==> config.mk <==
export PLATFORM = sky130hd
export DESIGN_NAME = irq_pending_ctrl_flat
export DESIGN_NICKNAME = d
export VERILOG_FILES = /design/src/rtl/irq_pending_ctrl_if.sv /design/src/rtl/irq_pending_ctrl.sv /design/src/flat_wrapper.sv
export SDC_FILE = /design/constraint.sdc
export NUM_CORES = 1
export LEC_CHECK = 0
export CAP_MARGIN = 20
export CORE_MARGIN = 4
export CORE_UTILIZATION = 43
export DETAILED_ROUTE_END_ITERATION = 12
export HOLD_SLACK_MARGIN = 0.15
export MAX_ROUTING_LAYER = met4
export PLACE_DENSITY = 0.82
export REMOVE_ABC_BUFFERS = 1
export SLEW_MARGIN = 10
export SYNTH_ARGS = -nofsm -noshare
export SYNTH_HDL_FRONTEND = slang
export SYNTH_SLANG_ARGS = --single-unit
==> constraint.sdc <==
create_clock -name clk -period 2.1 [get_ports clk]
set_clock_uncertainty 0.1 [all_clocks]
set_input_delay 0.21 -clock clk [delete_from_list [all_inputs] [get_ports clk]]
set_output_delay 0.21 -clock clk [all_outputs]
set_load 0.02 [all_outputs]
==> src/rtl/irq_pending_ctrl_if.sv <==
// Valid/ack handshake carrying the selected interrupt id
// from the pending controller to the exception stage.
interface irq_pending_ctrl_if #(
    parameter int LOGWIDTH = 4
);
    logic                irq_valid;
    logic [LOGWIDTH-1:0] irq_id;
    logic                irq_ack;

    modport master (
        output irq_valid,
        output irq_id,
        input  irq_ack
    );

    modport slave (
        input  irq_valid,
        input  irq_id,
        output irq_ack
    );
endinterface

==> src/rtl/irq_pending_ctrl.sv <==
// Interrupt front-end: sync + edge detect, pending/mask registers,
// highest-index priority select, valid/ack presentation.
module irq_pending_ctrl #(
    parameter int LOGWIDTH = 4,
    localparam int N = 2 ** LOGWIDTH
) (
    input  logic                 clk,
    input  logic                 reset,
    input  logic [N-1:0]         irq_in,
    input  logic                 mask_we,
    input  logic [N-1:0]         mask_wdata,
    output logic [N-1:0]         mask_q,
    output logic [N-1:0]         pend_q,
    output logic                 irq_none,
    irq_pending_ctrl_if.master   bus
);
    typedef enum logic {
        IDLE,
        PRESENT
    } state_e;

    state_e              state_q, state_d;
    logic [LOGWIDTH-1:0] id_q, id_d;
    logic [N-1:0]        sync1_q, sync2_q, sync3_q;
    logic [N-1:0]        pend_d, mask_d;
    logic [N-1:0]        rise, eff, clr;
    logic [LOGWIDTH-1:0] sel;

    assign rise = sync2_q & ~sync3_q;
    assign eff  = pend_q & mask_q;

    assign irq_none      = (eff == '0);
    assign bus.irq_valid = (state_q == PRESENT);
    assign bus.irq_id    = id_q;

    // Ascending scan: the last hit is the highest set index.
    always_comb begin
        sel = '0;
        for (int i = 0; i < N; i++) begin
            if (eff[i]) sel = LOGWIDTH'(i);
        end
    end

    always_comb begin
        state_d = state_q;
        id_d    = id_q;
        clr     = '0;
        unique case (state_q)
            IDLE: begin
                if (eff != '0) begin
                    id_d    = sel;
                    state_d = PRESENT;
                end
            end
            PRESENT: begin
                if (bus.irq_ack) begin
                    clr[id_q] = 1'b1;
                    state_d   = IDLE;
                end
            end
            default: state_d = IDLE;
        endcase
    end

    // A fresh rising edge beats the ack clear on the same bit.
    assign pend_d = (pend_q & ~clr) | rise;
    assign mask_d = mask_we ? mask_wdata : mask_q;

    always_ff @(posedge clk) begin
        if (!reset) begin
            sync1_q <= '0;
            sync2_q <= '0;
            sync3_q <= '0;
            pend_q  <= '0;
            mask_q  <= '0;
            id_q    <= '0;
            state_q <= IDLE;
        end else begin
            sync1_q <= irq_in;
            sync2_q <= sync1_q;
            sync3_q <= sync2_q;
            pend_q  <= pend_d;
            mask_q  <= mask_d;
            id_q    <= id_d;
            state_q <= state_d;
        end
    end
endmodule
==> src/flat_wrapper.sv <==
// flat-port wrapper written by rule: the top's interface ports become plain ports
module irq_pending_ctrl_flat 
#(
    parameter int LOGWIDTH = 4,
    localparam int N = 2 ** LOGWIDTH
)
  (clk, reset, irq_in, mask_we, mask_wdata, mask_q, pend_q, irq_none, bus_irq_valid, bus_irq_id, bus_irq_ack);
  irq_pending_ctrl_if #(.LOGWIDTH(LOGWIDTH)) bus_i ();
  input  logic clk;
  input  logic reset;
  input  logic [N-1:0] irq_in;
  input  logic mask_we;
  input  logic [N-1:0] mask_wdata;
  output logic [N-1:0] mask_q;
  output logic [N-1:0] pend_q;
  output logic irq_none;
  output wire logic [$bits(bus_i.irq_valid)-1:0] bus_irq_valid;
  output wire logic [$bits(bus_i.irq_id)-1:0] bus_irq_id;
  input wire logic [$bits(bus_i.irq_ack)-1:0] bus_irq_ack;
  assign bus_irq_valid = bus_i.irq_valid;
  assign bus_irq_id = bus_i.irq_id;
  assign bus_i.irq_ack = bus_irq_ack;
  irq_pending_ctrl #(.LOGWIDTH(LOGWIDTH)) u_core (.clk(clk), .reset(reset), .irq_in(irq_in), .mask_we(mask_we), .mask_wdata(mask_wdata), .mask_q(mask_q), .pend_q(pend_q), .irq_none(irq_none), .bus(bus_i));
endmodule
After elaboration in Yosys (flattened, before gate mapping) --
Cells that the tools add are included.
Operators by class: magnitude comparators 2, mux-type cells 22, bitwise gates (word level) 7, reductions and logical operators 4
Operators by type and width (number):
- 4-bit two-way mux | 14
- 16-bit bitwise AND | 3
- 16-bit two-way mux | 2
- 16-bit NOT | 2
- 16-bit logical NOT | 1
- 16-bit OR | 1
- 16-bit nonzero test | 1
- 4-bit by 5-bit less-than comparator with 1-bit output, second input constant | 1
- 1-bit demux with 4-bit select | 1
- 4-bit by 1-bit >= comparator with 1-bit output, second input constant | 1
- 1-bit two-way mux | 4
- 1-bit case mux with 2 select lines | 1
- 2-bit AND reduction | 1
- 1-bit logical AND | 1
- 1-bit NOT | 1
Word-level totals: bits in registers 85, bits of input ports 36, output and inout bits 38, logic and storage cells 42

Longest topological paths before layout --
Gate-level depths: netlist (run 1).
depth after elaboration 16, mapped depth 5

Worst setup path after synthesis (run 1) --
No wires, ideal clock.
path kind register -> register, from register u_core.pend_q[11], to register u_core.id_q[0] (netlist: u_core.bus.irq_id[0]), library setup time 0.117 ns, arrival time 1.461 ns, path slack 0.422 ns, cell stages (with the launch flop) 6, path buffers 0, path through dfxtp_1 -> a22o_4 -> nor4_4 -> a21oi_2 -> mux2i_1 -> a22o_1
Between the ends: word-level cells in the longest chain between the ends 6, elaborated cells between the ends (all ways) 8, those cells by class mux (5); bitwise (1); reduce/logical (2)
Ends and longest elaborated chain:
- from (decl) | line irq_pending_ctrl.sv:13 | output logic [N-1:0] pend_q,
- from (signal assigned) | line irq_pending_ctrl.sv:82 | pend_q <= pend_d;
- 16-bit bitwise AND * | line irq_pending_ctrl.sv:30 | assign eff = pend_q & mask_q;
- 4-bit two-way mux (5 in a row) | line irq_pending_ctrl.sv:40 | if (eff[i]) sel = LOGWIDTH'(i);
- to (signal assigned) | line irq_pending_ctrl.sv:84 | id_q <= id_d;
- to (decl) | line irq_pending_ctrl.sv:23 | logic [LOGWIDTH-1:0] id_q, id_d;
Every way passes the cells marked *; elsewhere a longest branch is shown, timed or not. A chain may end at the register's enable or synchronous reset.

Final worst setup path (run 1) --
from register u_core.pend_q[7], to output port irq_none
Between the ends: word-level cells in the longest chain between the ends 2
Ends and longest elaborated chain:
- 16-bit bitwise AND | line irq_pending_ctrl.sv:30
- 16-bit logical NOT | line irq_pending_ctrl.sv:32 | assign irq_none = (eff == '0);
- to (decl) | line flat_wrapper.sv:16 | output logic irq_none;
No other way between the ends.

==> flow_summary_export.csv, run 1 <==
group,metric,value,unit
layout,insertedDiodeCount,0,
cts,cts_setup_buffers,0,
global_route,grt-ovfl-total,0,
pwr,p_leak,1.59,nW
global_route,met2_usage,26.8,%
die,initial_core_util,44.4,%
layout,post-route-util,60.1,%
yosys,synth_top_area_share,56.5,%
place,place_inst,452,
critical_path,worstPathCellList,"a22o_1 -> nor4_4 -> and2_2 -> clkbuf_2",
detailed_routing,dr.pass1.iters,6,
worst_hold_path,hold_path_startpoint,"reset",
sta,rsz0062_at_grt,"false",
cts,ctsLongestPathBuffers,2,
die,coreArea,0.00679,mm²
critical_path,crit_arrival,1.62,ns
yosys,yosysWarnings,0,
die,fp-row-count,30,
layout,drive_above_1_share,9.21,%
yosys,ys_ff_latch,85,
sta,tns,0,ns
critical_path,start_kind,"register",
critical_path,worst_path_max_delay_cell,"dfxtp_1",
place,place_congestion,0.896,
cts,numCtsBuffers,9,
global_route,met3_usage,3.77,%
cts,clockRootBuffer,"clkbuf_8",
yosys,syn_inst,281,
yosys,synth_cell_types,35,
cts,postCtsHoldBufs,0,
yosys,ys_seq_area_share,56.5,%
yosys,syn-cell-area,0.00301,mm²
pwr,vdd_ir_drop_max,0.387,mV
yosys,syn_avg_cell_area,10.7,µm²
global_route,grt-busiest-layer,"met2",
run_status,outcome,"complete, no violations",
die,die_w,91.7,µm
die,dieArea,0.00841,mm²
cts,clock_latency,0.34,ns
critical_path,reg2reg_from,"u_core.pend_q[7]$_SDFF_PN0_",
critical_path,worst_path_largest_cell_delay,0.32,ns
global_route,grtUsageMet1,19.0,%
critical_path,crit_path_end_kind,"output pin",
cts,cts_resized,2,
die,io_pins,74,
yosys,synth_area_leaders,"dfxtp_1 (56%), and2_1 (10%), mux2i_1 (5.6%)",
global_route,grt_pass1_wl,10600,µm
pwr,p_total,0.00324,W
critical_path,startpoint,"u_core.pend_q[7]$_SDFF_PN0_",
sta,worst_pin_slew,0.489,ns
layout,areaGrowthSynthToFinish,35.4,%
detailed_routing,drt-total-wl,6640,µm
yosys,synthFlopType,"dfxtp_1",
global_route,antenna_found_initial,0,
sta,fin_crit_sh,92.1,%
die,chipHeight,91.7,µm
yosys,yosysTopAreaCell,"dfxtp_1",
sta,setup_viol,0,
detailed_routing,drt_iter0_drc,110,
cts,clock-sinks,85,
cts,h-tree-depth,3,
worst_hold_path,hp-class,"in2reg",
layout,nNetsFinal,403,
detailed_routing,vias,2277,
sta,fin_crit,1.93,ns
global_route,grt_max_degree,41,
place,portBuffers,73,
layout,fill_cells,560,
sta,finalMaxSlewViolations,0,
critical_path,worstPathRequired,1.79,ns
global_route,track_usage,16.7,%
critical_path,worst-path-max-fanout,3,
sta,maxSlewHeadroom,67.4,%
global_route,grt_pass1_vias,2186,
place,dp_hpwl,4970,µm
sta,max_freq,517,MHz
layout,stdcell_count,465,
yosys,synth_edf_count,0,
detailed_routing,ant_nets,0,
detailed_routing,drc,0,
pwr,p_per_area,794,mW/mm²
run,drv_cap,0,
critical_path,criticalPathCategory,"reg2out",
detailed_routing,wl_per_cell,14.3,µm
cts,tritoncts,"yes",
cts,cts.reportedPaths.clkPinSlew,0.07,ns
yosys,async_flop_share,0,%
sta,hold_viol_final,0,
detailed_routing,vias_per_cell,4.90,
[state kept, by name (all words and copies together) (netlist names)]
name                  cells
u_core.sync2_q           16
u_core.sync1_q           16
u_core.mask_q            16
u_core.bus.irq_id         4
u_core.pend_q            16
u_core.bus.irq_valid      1
u_core.sync3_q           16
[cells in the final DEF (no fill, tap or decap), types with 7 or more instances in the layout]
cell,netlist,layout
and2_1,49,49
a21boi_0,16,16
buf_4,0,12
clkbuf_8,0,9
dfxtp_1,85,85
clkdlybuf4s50_1,0,71
mux2i_1,17,17
nor2b_1,17,17
nand2b_1,17,17
o21ai_0,19,19
nand2_1,14,14
a22o_1,7,7
[cell type report]
class	count	area (µm²)	share of cell area [%]
Timing Repair Buffer	86	831	20.4
Clock inverter	3	40.0	0.981
Clock buffer	10	128	3.13
Sequential cell	85	1700	41.7
Inverter	2	7.51	0.184
Multi-Input combinational cell	183	1250	30.7
Tap cell	96	120	2.94
[critical path, delay by kind of cell, from the launching register on]
kind,cells,cell delay [ns]
AND/OR/NAND/NOR,2,0.50
flip-flops,1,0.32
AO/OA/AOI/OAI,1,0.30
buffers and inverters,1,0.17
[synth_stat cells (2+ instances only)]
cell type,number
nor2_1,3
and2_1,49
nand2_1,14
nor2b_1,17
nand2b_1,17
a22o_1,7
nor4_4,2
a21boi_0,16
mux2i_1,17
inv_1,2
clkbuf_1,8
a21oi_1,2
dfxtp_1,85
o21ai_0,19
buf_2,2
a32oi_1,2
[per-stage QoR]
step | instance area [µm²] | worst slack (ns) | hold WS [ns]
after CTS | 4090 | 0.0109 | 0.213
after detailed placement | 3920 | 0.0953 | 0.318
after global placement | 3920 | 0.128 | 0.314
final | 4080 | 0.166 | 0.231
after global routing | 4080 | 0.0452 | 0.258
after floorplan | 2960 | 0.422 | 0.226
[where the power goes]
part           switching [W]  internal, W
logic               0.000208     0.000245
registers          0.0000615      0.00170
clock network       0.000503     0.000526
total               0.000772      0.00247
[per-layer routing]
layer | vias up | part of all wire [%]
met5 | - | 0
met4 | 0 | 2.9
met3 | 17 | 6.2
met2 | 74 | 49
met1 | 1059 | 42
li1 | 1127 | -
[kinds of logic after synthesis]
| family | synth area share [%] |
|---|---|
| AND/OR/NAND/NOR | 22.1 |
| flip-flops | 56.5 |
| AO/OA/AOI/OAI | 13.9 |
| multiplexers | 5.65 |
| buffers and inverters | 1.95 |
[path summary, 6_finish.rpt]
kind,end,slack [ns],cells after the start
worst max-delay path,irq_none,0.17,4
worst min-delay path,u_core.bus.irq_valid$_SDFF_PN0_,0.23,3
worst max register to register,u_core.bus.irq_id[0]$_SDFFE_PN0P_,0.35,6
worst min register to register,u_core.sync2_q[13]$_SDFF_PN0_,0.33,1
No activity file was read; power rests on OpenSTA's default activity.
==> inputs of run 2 (changes only) <==
Settings changed: CAP_MARGIN 20 to 5, MAX_ROUTING_LAYER met4 to default.
==> flow_summary_export.csv, run 2 (synthesis gave the netlist of run 1 again) <==
group,metric,value,unit
cts,cts.reportedPaths.clkPinSlew,0.07,ns
global_route,grt_pass1_wl,10600,µm
layout,stdcell_count,465,
worst_hold_path,hp-class,"in2reg",
global_route,grt-ovfl-total,0,
global_route,grtUsageMet1,18.8,%
pwr,p_per_area,794,mW/mm²
sta,finalMaxSlewViolations,0,
pwr,vdd_ir_drop_max,0.388,mV
place,portBuffers,73,
cts,ctsLongestPathBuffers,2,
sta,max_freq,517,MHz
layout,insertedDiodeCount,0,
layout,nNetsFinal,403,
sta,fin_crit,1.94,ns
cts,cts_setup_buffers,0,
detailed_routing,drt_iter0_drc,93,
cts,h-tree-depth,3,
detailed_routing,wl_per_cell,14.3,µm
global_route,grt_pass1_vias,2190,
die,chipHeight,91.7,µm
detailed_routing,drc,0,
layout,drive_above_1_share,9.21,%
sta,tns,0,ns
detailed_routing,vias_per_cell,4.87,
place,place_ws,0.0953,ns
cts,tritoncts,"yes",
die,dieArea,0.00841,mm²
detailed_routing,ant_nets,0,
die,initial_core_util,44.4,%
cts,numCtsBuffers,9,
layout,areaGrowthSynthToFinish,35.4,%
die,coreArea,0.00679,mm²
die,io_pins,74,
die,fp-row-count,30,
sta,fin_crit_sh,92.2,%
sta,worst_pin_slew,0.484,ns
global_route,track_usage,16.2,%
sta,rsz0062_at_grt,"false",
critical_path,criticalPathCategory,"reg2out",
sta,maxSlewHeadroom,67.7,%
run,drv_cap,0,
global_route,met2_usage,26.8,%
sta,worst_hold_slack,0.230,ns
cts,clock_latency,0.34,ns
layout,layout_common_cells,"dfxtp_1 (85), clkdlybuf4s50_1 (71), and2_1 (49)",
detailed_routing,drt-total-wl,6640,µm
layout,fin_area,0.00408,mm²
sta,setup_viol,0,
layout,fill_cells,560,
global_route,grt-busiest-layer,"met2",
place,place_inst,452,
pwr,p_leak,1.59,nW
detailed_routing,vias,2264,
global_route,met3_usage,3.77,%
place,place_congestion,0.882,
run_status,outcome,"complete, no violations",
critical_path,worstPathRequired,1.79,ns
critical_path,start_kind,"register",
cts,clockRootBuffer,"clkbuf_8",
detailed_routing,dr.pass1.iters,4,
place,dp_hpwl,4970,µm
die,die_w,91.7,µm
global_route,antenna_found_initial,0,
critical_path,crit_path_end_kind,"output pin",
global_route,grt_max_degree,41,
layout,final_common_cell,"dfxtp_1",
critical_path,crit_arrival,1.63,ns
sta,setup_ws,0.164,ns
sta,hold_viol_final,0,
cts,clock-sinks,85,
place,place_area,0.00392,mm²
critical_path,worst-path-max-fanout,3,
-- run 2: cell counts in the layout (fill, tap and decap cells not counted) --
No cell type changed its count.
-- run 2: layer usage --
layer  up-vias  share of wire [%]
li1       1124                  -
met3        16                5.7
met4         0                2.9
met2        67                 49
met5         -                  0
met1      1057                 42
-- run 2: worst max-delay path, stage by stage (launching register included) --
cell      delay (ns)
dfxtp_1         0.32
a22o_1          0.30
nor4_4          0.30
and2_2          0.20
clkbuf_2        0.17
-- run 2: per-stage QoR --
stage               total power (W)  util [%]
finish                      0.00324      60.1
global route                0.00338      60.1
CTS                         0.00328      60.1
detailed placement          0.00225      57.7
global placement            0.00224      57.7
floorplan                   0.00199         -
-- run 2: timing repair --
item / in CTS / in global routing
hold endpoints to repair: 0 / 0
endpoints found under the setup margin: 1 / 1
hold buffers: 0 / 0
gates resized for setup: 2 / 1
-- run 2: layout make-up --
| cell class | instances | area, µm² | share of cell area [%] |
|---|---|---|---|
| Clock inverter | 3 | 40.0 | 0.981 |
| Clock buffer | 10 | 128 | 3.13 |
| Tap cell | 96 | 120 | 2.94 |
| Timing Repair Buffer | 86 | 831 | 20.4 |
| Sequential cell | 85 | 1700 | 41.7 |
| Multi-Input combinational cell | 183 | 1250 | 30.7 |
| Inverter | 2 | 7.51 | 0.184 |
-- run 2: path summary, 6_finish.rpt --
| path | endpoint | slack [ns] | cells after the start | startpoint |
|---|---|---|---|---|
| worst min-delay path | u_core.bus.irq_valid$_SDFF_PN0_ | 0.23 | 3 | reset |
| worst max-delay path | irq_none | 0.16 | 4 | u_core.pend_q[7]$_SDFF_PN0_ |
| worst max register to register | u_core.bus.irq_id[0]$_SDFFE_PN0P_ | 0.35 | 6 | u_core.pend_q[7]$_SDFF_PN0_ |
| worst min register to register | u_core.sync2_q[13]$_SDFF_PN0_ | 0.33 | 1 | u_core.sync1_q[13]$_SDFF_PN0_ |
-- run 2: report_power, final --
| group | internal (W) | switching [W] | leakage [nW] |
|---|---|---|---|
| Clock | 0.000526 | 0.000505 | 0.0878 |
| Combinational | 0.000245 | 0.000208 | 0.800 |
| Sequential | 0.00170 | 0.0000621 | 0.699 |
==> inputs of run 3 (changes only) <==
Settings changed: CORE_MARGIN 4 to 2, CORE_UTILIZATION 43 to 48, CTS_CLUSTER_SIZE from default to 10, PLACE_DENSITY 0.82 to 0.89.
==> flow_summary_export.csv, run 3 (synthesis gave the netlist of run 1 again) <==
group,metric,value,unit
critical_path,worst_path_max_delay_cell,"nor4_4",
run,drv_cap,0,
global_route,track_usage,19.2,%
critical_path,crit_arrival,1.66,ns
detailed_routing,drt-total-wl,6420,µm
sta,worst_pin_slew,0.616,ns
layout,stdcell_count,446,
layout,areaGrowthSynthToFinish,34.2,%
die,dieArea,0.00693,mm²
sta,fin_crit,1.97,ns
die,initial_core_util,50.3,%
critical_path,cp_top_family,"simple AND/OR/NAND/NOR gates",
run_status,outcome,"complete, no violations",
die,fp-row-count,28,
layout,nNetsFinal,403,
cts,postCtsHoldBufs,0,
sta,maxSlewHeadroom,58.9,%
die,chipHeight,83.2,µm
global_route,grt_max_degree,47,
cts,cts.reportedPaths.clkPinSlew,0.08,ns
critical_path,worst-path-max-fanout,4,
critical_path,cp.buffers_inverters,1,
cts,clockRootBuffer,"clkbuf_8",
global_route,grt-ovfl-total,0,
sta,hold_viol_final,0,
detailed_routing,dr.pass1.iters,5,
place,place_inst,429,
global_route,grt_pass1_wl,10500,µm
global_route,grt_pass1_vias,2209,
sta,rsz0062_at_grt,"false",
detailed_routing,vias_per_cell,5.09,
place,place_area,0.00388,mm²
die,die_w,83.2,µm
layout,final_common_cell,"dfxtp_1",
place,place_congestion,0.874,
layout,fin_area,0.00405,mm²
layout,layout_common_cells,"dfxtp_1 (85), clkdlybuf4s50_1 (71), and2_1 (49)",
pwr,vdd_ir_drop_max,0.453,mV
die,io_pins,74,
pwr,p_leak,1.59,nW
detailed_routing,drc,0,
critical_path,crit_path_end_kind,"output pin",
global_route,antenna_found_initial,0,
place,dp_hpwl,4620,µm
critical_path,worst_path_largest_cell_delay,0.35,ns
cts,clock_latency,0.36,ns
detailed_routing,wl_per_cell,14.4,µm
cts,clock-sinks,85,
sta,fin_crit_sh,93.9,%
cts,tritoncts,"yes",
detailed_routing,drt_iter0_drc,117,
cts,numCtsBuffers,9,
sta,finalMaxSlewViolations,0,
place,portBuffers,73,
layout,insertedDiodeCount,0,
layout,drive_above_1_share,9.70,%
sta,setup_viol,0,
critical_path,worstPathCellList,"a22o_1 -> nor4_4 -> and2_4 -> buf_2",
sta,max_freq,507,MHz
worst_hold_path,hp-class,"in2reg",
cts,h-tree-depth,3,
cts,ctsLongestPathBuffers,2,
critical_path,start_kind,"register",
critical_path,worstPathRequired,1.79,ns
sta,tns,0,ns
detailed_routing,ant_nets,0,
die,coreArea,0.00599,mm²
pwr,p_per_area,782,mW/mm²
detailed_routing,vias,2271,
critical_path,criticalPathCategory,"reg2out",
## run 3: changes by cell type in the layout (fill, tap and decap cells not counted), sizes merged
cell / delta
clkbuf: -1
bufinv: -1
buf: +1
clkinv: +3
## run 3: worst reg2reg max path, stage by stage, from the launching register on
cell and delay (ns):
dfxtp_1 0.34, a22o_1 0.26, nor4_4 0.35, buf_4 0.17, a21oi_2 0.09, mux2i_1 0.13
a22o_1 0.23
## run 3: final cells by class
type | instances | area (µm²)
fill | 458 | 1950
tap | 75 | 93.8
sequential | 85 | 1700
multi-input combinational | 183 | 1250
clock inverter | 5 | 28.8
timing repair buffer | 86 | 831
clock buffer | 10 | 128
inverter | 2 | 7.51
## run 3: path summary, 6_finish.rpt
check | end | start | slack (ns) | cells past startpoint
max reg2reg | u_core.bus.irq_id[0]$_SDFFE_PN0P_ | u_core.pend_q[9]$_SDFF_PN0_ | 0.32 | 6
min reg2reg | u_core.sync2_q[3]$_SDFF_PN0_ | u_core.sync1_q[3]$_SDFF_PN0_ | 0.33 | 1
min | u_core.bus.irq_id[2]$_SDFFE_PN0P_ | reset | 0.30 | 2
max | irq_none | u_core.pend_q[9]$_SDFF_PN0_ | 0.13 | 4
## run 3: through the flow
| stage | power (W) | hold slack [ns] | setup slack, ns | util, % |
|---|---|---|---|---|
| 4_1_cts | 0.00318 | 0.311 | 0.0255 | 67.4 |
| 3_3_place_gp | 0.00223 | 0.314 | 0.0940 | 64.7 |
| 2_1_floorplan | 0.00199 | 0.226 | 0.422 | - |
| 6_report | 0.00316 | 0.304 | 0.129 | 67.5 |
| 3_5_place_dp | 0.00224 | 0.318 | 0.0732 | 64.7 |
| 5_1_grt | 0.00330 | 0.317 | 0.0357 | 67.5 |
## run 3: timing repair
action,in CTS,in global routing
setup buffers,0,2
gates resized for setup,3,2
setup endpoints to repair,1,1
pin swaps,0,2
## run 3: layer usage
metal	up-vias	part of all wire (%)	GRT usage (%)	routed length, µm
met5	-	0	0	0
met4	0	1.4	8.94	93
met3	10	6.3	5.27	405
met2	64	48	31.5	3110
met1	1073	44	23.4	2810
li1	1124	-	-	-
## run 3: power by group
group          switching [W]  internal, W
clock               0.000535     0.000416
combinational       0.000208     0.000249
sequential         0.0000606      0.00170
